<file path="src/rtl/gpio_irq_pkg.sv">
// Shared constants for the GPIO pin-conditioning and interrupt stage.
// Register offsets and the 2-bit register-select encoding.
package gpio_irq_pkg;

    localparam logic [3:0] OFS_RISE_EN = 4'h0;
    localparam logic [3:0] OFS_FALL_EN = 4'h4;
    localparam logic [3:0] OFS_PENDING = 4'h8;
    localparam logic [3:0] OFS_LEVEL   = 4'hc;

    typedef enum logic [1:0] {
        SEL_RISE_EN = OFS_RISE_EN[3:2],
        SEL_FALL_EN = OFS_FALL_EN[3:2],
        SEL_PENDING = OFS_PENDING[3:2],
        SEL_LEVEL   = OFS_LEVEL[3:2]
    } reg_sel_e;

endpackage

</file>
<file path="src/rtl/gpio_irq_filter.sv">
// One pin: two-flop synchroniser, tick-sampled history and
// filtered level that only moves on a unanimous history.
module gpio_irq_filter #(
    parameter int   FILTER_DEPTH = 3,
    parameter logic RST_VAL      = 1'b1
) (
    input  logic clk,
    input  logic rst_n,
    input  logic tick_i,
    input  logic pad_i,
    output logic level_o
);

    logic                    sync1_q, sync1_d;
    logic                    sync2_q, sync2_d;
    logic [FILTER_DEPTH-1:0] hist_q, hist_d;
    logic [FILTER_DEPTH-1:0] hist_shift;
    logic                    level_q, level_d;

    if (FILTER_DEPTH == 1) begin : g_d1
        assign hist_shift = sync2_q;
    end else begin : g_dn
        assign hist_shift = {hist_q[FILTER_DEPTH-2:0], sync2_q};
    end

    always_comb begin
        sync1_d = pad_i;
        sync2_d = sync1_q;
        hist_d  = tick_i ? hist_shift : hist_q;
        level_d = level_q;
        // Level follows only a history that agrees in every sample
        if (&hist_d) begin
            level_d = 1'b1;
        end else if (~|hist_d) begin
            level_d = 1'b0;
        end
    end

    always_ff @(posedge clk) begin
        if (!rst_n) begin
            sync1_q <= RST_VAL;
            sync2_q <= RST_VAL;
            hist_q  <= {FILTER_DEPTH{RST_VAL}};
            level_q <= RST_VAL;
        end else begin
            sync1_q <= sync1_d;
            sync2_q <= sync2_d;
            hist_q  <= hist_d;
            level_q <= level_d;
        end
    end

    assign level_o = level_q;

endmodule

</file>
<file path="src/rtl/gpio_irq.sv">
// GPIO pad conditioning: debounced levels, edge-pending register
// with write-1-to-clear, and a single level interrupt.
module gpio_irq
    import gpio_irq_pkg::*;
#(
    parameter int          AW           = 32,
    parameter int          DW           = 32,
    parameter int          GPIO_WIDTH   = 32,
    parameter int          FILTER_DEPTH = 3,
    parameter int          SAMPLE_DIV   = 1,
    parameter logic [31:0] FILT_RESET   = 32'hffff_ffff
) (
    input  logic                  clk,
    input  logic                  rst_n,
    input  logic                  wr_en,
    input  logic [AW-1:0]         wr_addr_i,
    input  logic [DW-1:0]         wr_data_i,
    input  logic                  rd_en,
    input  logic [AW-1:0]         rd_addr_i,
    output logic [DW-1:0]         rd_data_o,
    input  logic [GPIO_WIDTH-1:0] pad_i,
    output logic [GPIO_WIDTH-1:0] gpio_f_o,
    output logic                  irq_o
);

    localparam int CW = (SAMPLE_DIV > 1) ? $clog2(SAMPLE_DIV) : 1;
    localparam logic [GPIO_WIDTH-1:0] F_RST =
        FILT_RESET[GPIO_WIDTH-1:0];

    logic [CW-1:0]         cnt_q, cnt_d;
    logic                  tick;
    logic [GPIO_WIDTH-1:0] lvl;
    logic [GPIO_WIDTH-1:0] lvl_dly_q, lvl_dly_d;
    logic [GPIO_WIDTH-1:0] rise_en_q, rise_en_d;
    logic [GPIO_WIDTH-1:0] fall_en_q, fall_en_d;
    logic [GPIO_WIDTH-1:0] pend_q, pend_d;
    logic                  irq_q, irq_d;
    logic [DW-1:0]         rd_data_q, rd_data_d;
    logic [DW-1:0]         rd_mux;
    logic [GPIO_WIDTH-1:0] wdat;
    logic [GPIO_WIDTH-1:0] rise, fall, set, clr;
    reg_sel_e              wr_sel, rd_sel;
    logic                  unused_bits;

    // Upper address bits are decoded by the bus fabric
    assign unused_bits = ^{wr_addr_i, rd_addr_i, wr_data_i};

    assign wr_sel = reg_sel_e'(wr_addr_i[3:2]);
    assign rd_sel = reg_sel_e'(rd_addr_i[3:2]);
    assign wdat   = wr_data_i[GPIO_WIDTH-1:0];

    always_comb begin
        tick  = (cnt_q == CW'(SAMPLE_DIV - 1));
        cnt_d = tick ? '0 : cnt_q + 1'b1;
    end

    for (genvar i = 0; i < GPIO_WIDTH; i++) begin : g_pin
        gpio_irq_filter #(
            .FILTER_DEPTH (FILTER_DEPTH),
            .RST_VAL      (F_RST[i])
        ) u_filt (
            .clk     (clk),
            .rst_n   (rst_n),
            .tick_i  (tick),
            .pad_i   (pad_i[i]),
            .level_o (lvl[i])
        );
    end

    always_comb begin
        rise_en_d = rise_en_q;
        fall_en_d = fall_en_q;
        clr       = '0;
        rise      = lvl & ~lvl_dly_q;
        fall      = ~lvl & lvl_dly_q;
        set       = (rise & rise_en_q) | (fall & fall_en_q);
        if (wr_en) begin
            unique case (wr_sel)
                SEL_RISE_EN: rise_en_d = wdat;
                SEL_FALL_EN: fall_en_d = wdat;
                SEL_PENDING: clr       = wdat;
                SEL_LEVEL:   ;
            endcase
        end
        // A new edge outranks a simultaneous clear
        pend_d    = (pend_q & ~clr) | set;
        irq_d     = |pend_q;
        lvl_dly_d = lvl;
    end

    always_comb begin
        rd_mux = '0;
        unique case (rd_sel)
            SEL_RISE_EN: rd_mux[GPIO_WIDTH-1:0] = rise_en_q;
            SEL_FALL_EN: rd_mux[GPIO_WIDTH-1:0] = fall_en_q;
            SEL_PENDING: rd_mux[GPIO_WIDTH-1:0] = pend_q;
            SEL_LEVEL:   rd_mux[GPIO_WIDTH-1:0] = lvl;
        endcase
        rd_data_d = rd_en ? rd_mux : rd_data_q;
    end

    always_ff @(posedge clk) begin
        if (!rst_n) begin
            cnt_q     <= '0;
            lvl_dly_q <= F_RST;
            rise_en_q <= '0;
            fall_en_q <= '0;
            pend_q    <= '0;
            irq_q     <= 1'b0;
            rd_data_q <= '0;
        end else begin
            cnt_q     <= cnt_d;
            lvl_dly_q <= lvl_dly_d;
            rise_en_q <= rise_en_d;
            fall_en_q <= fall_en_d;
            pend_q    <= pend_d;
            irq_q     <= irq_d;
            rd_data_q <= rd_data_d;
        end
    end

    assign gpio_f_o  = lvl;
    assign irq_o     = irq_q;
    assign rd_data_o = rd_data_q;

endmodule
</file>
<file path="config.mk">
export PLATFORM = sky130hd
export DESIGN_NAME = gpio_irq
export DESIGN_NICKNAME = d
export VERILOG_FILES = /design/src/rtl/gpio_irq_pkg.sv /design/src/rtl/gpio_irq_filter.sv /design/src/rtl/gpio_irq.sv
export SDC_FILE = /design/constraint.sdc
export NUM_CORES = 1
export LEC_CHECK = 0
export CORE_ASPECT_RATIO = 2
export CORE_MARGIN = 1
export CORE_UTILIZATION = 45
export DETAILED_ROUTE_END_ITERATION = 10
export PLACE_DENSITY = 0.68
export SETUP_SLACK_MARGIN = 0.1
export SYNTH_ARGS = -nofsm -noshare
export SYNTH_HDL_FRONTEND = slang
export SYNTH_SLANG_ARGS = --single-unit
</file>
<file path="constraint.sdc">
create_clock -name clk -period 2.2 [get_ports clk]
set_input_delay 0.55 -clock clk [delete_from_list [all_inputs] [get_ports clk]]
set_output_delay 0.55 -clock clk [all_outputs]
set_load 0.05 [all_outputs]
</file>
==> parameters.txt <==
Parameter                              Value

Die
  Initial Utilization    0.4573
  Boundary Pins    197
  Overall die area    ~31,000 um2
  Number of core rows    90
  Overall die height    249.2 um
  Die X-Extent    between 100 and 150 um
  Core Footprint    30,070 um2

Worst setup path
  Data required time of the critical path    1650 ps
  Count of buffer and inverter cells on the critical path    1
  Launch instance of the worst register-to-register path    cnt_q
  Crit start category    register
  Cell with the biggest individual delay on the critical path    sky130_fd_sc_hd__dlygate4sd2_1
  Family with the most delay on the worst path    buffers and inverters
  Element type at the critical path end    output pin
  Arrival time worst endpoint    1490 ps
  Total stage count of the critical path    1
  Category of the critical setup timing path    register to output pin
  Number of cells traversed by the worst register-to-register path    4
  Flop-to-flop setup slack    490 ps
  Stage delay of the slowest cell on the critical path    about 540 ps
  Critical path cell sequence    dlygate4sd2_1
  Crit-path max FO    2
  Reg-to-reg critical path endpoint    g_pin[18].u_filt.level_o

Timing
  Minimum period implied by the final worst setup slack    2037 ps
  Slew margin rel.    0.6257
  Total Neg Setup Slack    0 ps
  Share of the clock period used by the worst path after layout    0.9257
  Fin. Hold Viols    0
  Number of max-slew violations in the final report    0
  Setup repair after global routing missed its margin    no
  Highest achievable clock rate    491.0 MHz
  Slew at the pin closest to its max-slew limit    561.4 ps
  Maximum clock skew at final layout    ~8.6 ps
  Number of endpoints failing setup at the final stage    0

Placement
  Post-detail-place hpwl    20,190 um
  Global placement routability congestion    0.7838
  Count of port buffers added during placement    136

Hold path
  Worst hold path endpoint    g_pin[25].u_filt.hist_q[1]
  Hold path depth    2
  Min-Delay Path Class    input port to register
  Min-Delay Startpoint    rst_n

Logic synthesis
  Netlist cell types    31
  Synth top area share    0.5154
  Register bit total from synthesis    354
  Number of warnings issued by yosys    0
  Synthesized instance count    approximately 1,400
  Area of the mapped netlist    about 14,000 um2
  Largest area contributor in the netlist    sky130_fd_sc_hd__dfxtp_1
  Proportion of synthesized chip area in sequential cells    0.5154
  Post-Synthesis Mean Instance Area    9.516 um2
  Dominant cells by area after synthesis    sky130_fd_sc_hd__dfxtp_1 52%, sky130_fd_sc_hd__nand2_1 7.8%, sky130_fd_sc_hd__nand2b_1 5.7%
  Mapped Nets    ~1,600

Clock tree
  Number of buffers added by the clock tree synthesis step    30
  Depth of the CTS H-tree    1
  Clock-pin slew reported for the worst setup and hold paths after clock tree synthesis    70 ps
  Number of hold-repair buffers added at the cts stage    0
  Max Buffers Root-to-Sink    3
  Sink count of the clock tree    354
  CTS Root Cell    sky130_fd_sc_hd__clkbuf_16
  Clock tree from TritonCTS    done
  Worst skew pair latency    ~560 ps

Global route
  First-pass GRT wire length    around 50,000 um
  Total overflow reported by the global router    0
  Number of global-route vias before repair    9,516
  Largest net degree at the start of global routing    93
  Number of antenna violations at the first check in global routing    1
  Global-route total usage across every layer    0.1927

Run
  MaxCap Viol Count    0

Power
  Final Power    13,110 uW
  Static leakage    about 0.0066 uW
  Ratio of total power to cell area    812.0 nW/um2
  VDD IR-drop max    ~0.00056 V

Layout
  Area growth from synthesis to layout    17.42%
  Fin nets    1,657
  Proportion of layout cells with a drive suffix above 1    0.1136
  Most frequent standard cell in the layout excluding fill and tap cells    sky130_fd_sc_hd__dfxtp_1
  Most frequent cells in the layout    353 x sky130_fd_sc_hd__dfxtp_1, 287 x sky130_fd_sc_hd__nand2_1, 126 x sky130_fd_sc_hd__nand2b_1

Drt
  Final routed wirelength across all metal layers    30,240 um
  Via count normalized by instance count    5.333
  Pre-Repair DR Iteration Count    8
  Number of DRC violations after detailed routing    14
  Detailed-route via count    around 10,000
  Final routed wire length divided by cell count    15.76 um
  Antenna-violating nets left    0
  Number of design-rule violations left by the first detailed-router iteration    721

Run status
  Status    complete, but fails checks
  Failing checks    DRC
## how the worst max path moves through the flow
stage | endpoint | start | slack, ps
final | rd_data_o[21] | rd_data_o[21] | 160
after global routing | gpio_f_o[6] | g_pin[6].u_filt.level_o | 120
after CTS | gpio_f_o[13] | g_pin[13].u_filt.level_o | 40
after detailed placement | rise_en_q[14] | wr_en | 80
after global placement | rise_en_q[14] | wr_en | 100
after floorplan | rd_data_o[12] | rd_addr_i[3] | 490
## synth_stat cells (all sizes together)
cell	count
buf	77
nand3	30
nor2	32
nand2b	126
nand2	287
o21ai	63
o21a	33
mux2	2
dfxtp	354
inv	33
a21boi	32
a31oi	2
clkbuf	40
a211oi	2
o22ai	1
o211ai	2
a221o	30
mux2i	66
or3b	1
a21oi	94
or2	30
mux4	32
nor4	8
and3b	2
conb	1
nand4	32
nor3b	1
nand3b	32
## flip-flops by register name (all words and copies together), names as in the netlist
register,count
rise_en_q,32
pend_q,32
rd_data_o,32
cnt_q,1
fall_en_q,32
g_pin.u_filt.hist_q,96
g_pin.u_filt.sync1_q,32
g_pin.u_filt.level_o,32
lvl_dly_q,32
g_pin.u_filt.sync2_q,32
irq_o,1
## final cells by class
| class | instances | area, um2 |
|---|---|---|
| antenna | 1 | 2.502 |
| clock buffer | 49 | 923.4 |
| clock inverter | 7 | 63.81 |
| fill | 2732 | 13920 |
| inverter | 33 | 126.4 |
| multi-input combinational | 941 | 5889 |
| sequential | 354 | 7091 |
| tap | 368 | 460.4 |
| timing repair buffer | 165 | 1590 |
## what timing repair did
action,CTS,global route
resized for setup,57,13
endpoints found under the setup margin,47,9
setup buffers,0,0
gates cloned,0,0
## routing by layer
| layer | up-vias | wire length (um) | track usage |
|---|---|---|---|
| li1 | 5065 | - | - |
| met1 | 4873 | 13000 | 0.2422 |
| met2 | 239 | 15210 | 0.3406 |
| met3 | 51 | 1246 | 0.01783 |
| met4 | 0 | 779 | 0.06899 |
| met5 | - | 0 | 0 |
## power by group
part	leakage (uW)	total, uW	switching (uW)	internal (uW)
Clock	0.000490	5270	2290	2980
Sequential	0.00290	6730	115	6620
Combinational	0.00322	1110	626	482
Total	0.00661	13100	3030	10100
## metrics by stage
stage / std cells / instance area [um2] / util / hold slack (ps) / worst slack [ps]
after floorplan: 1445 / 13750 / - / 386.3 / 486.6
after global placement: 1861 / 15240 / 0.5068 / 390.1 / 102.3
after detailed placement: 1861 / 15240 / 0.5068 / 391.7 / 83.12
after CTS: 1917 / 16180 / 0.5381 / 257.5 / 41.82
after global routing: 1918 / 16150 / 0.5370 / 270.1 / 120.1
final: 1918 / 16150 / 0.5370 / 277.9 / 163.4
## logic make-up (layout without fill, tap and decap cells)
kind of cell	after synthesis	after routing	share of synthesized area
AND/OR/NAND/NOR	581	581	0.2075
buffers and inverters	150	254	0.05678
AO/OA/AOI/OAI	259	259	0.1180
multiplexers	100	100	0.1021
flip-flops	354	354	0.5154
other	1	2	0.0002727
Note: power is estimated with default switching activity, not from simulation.
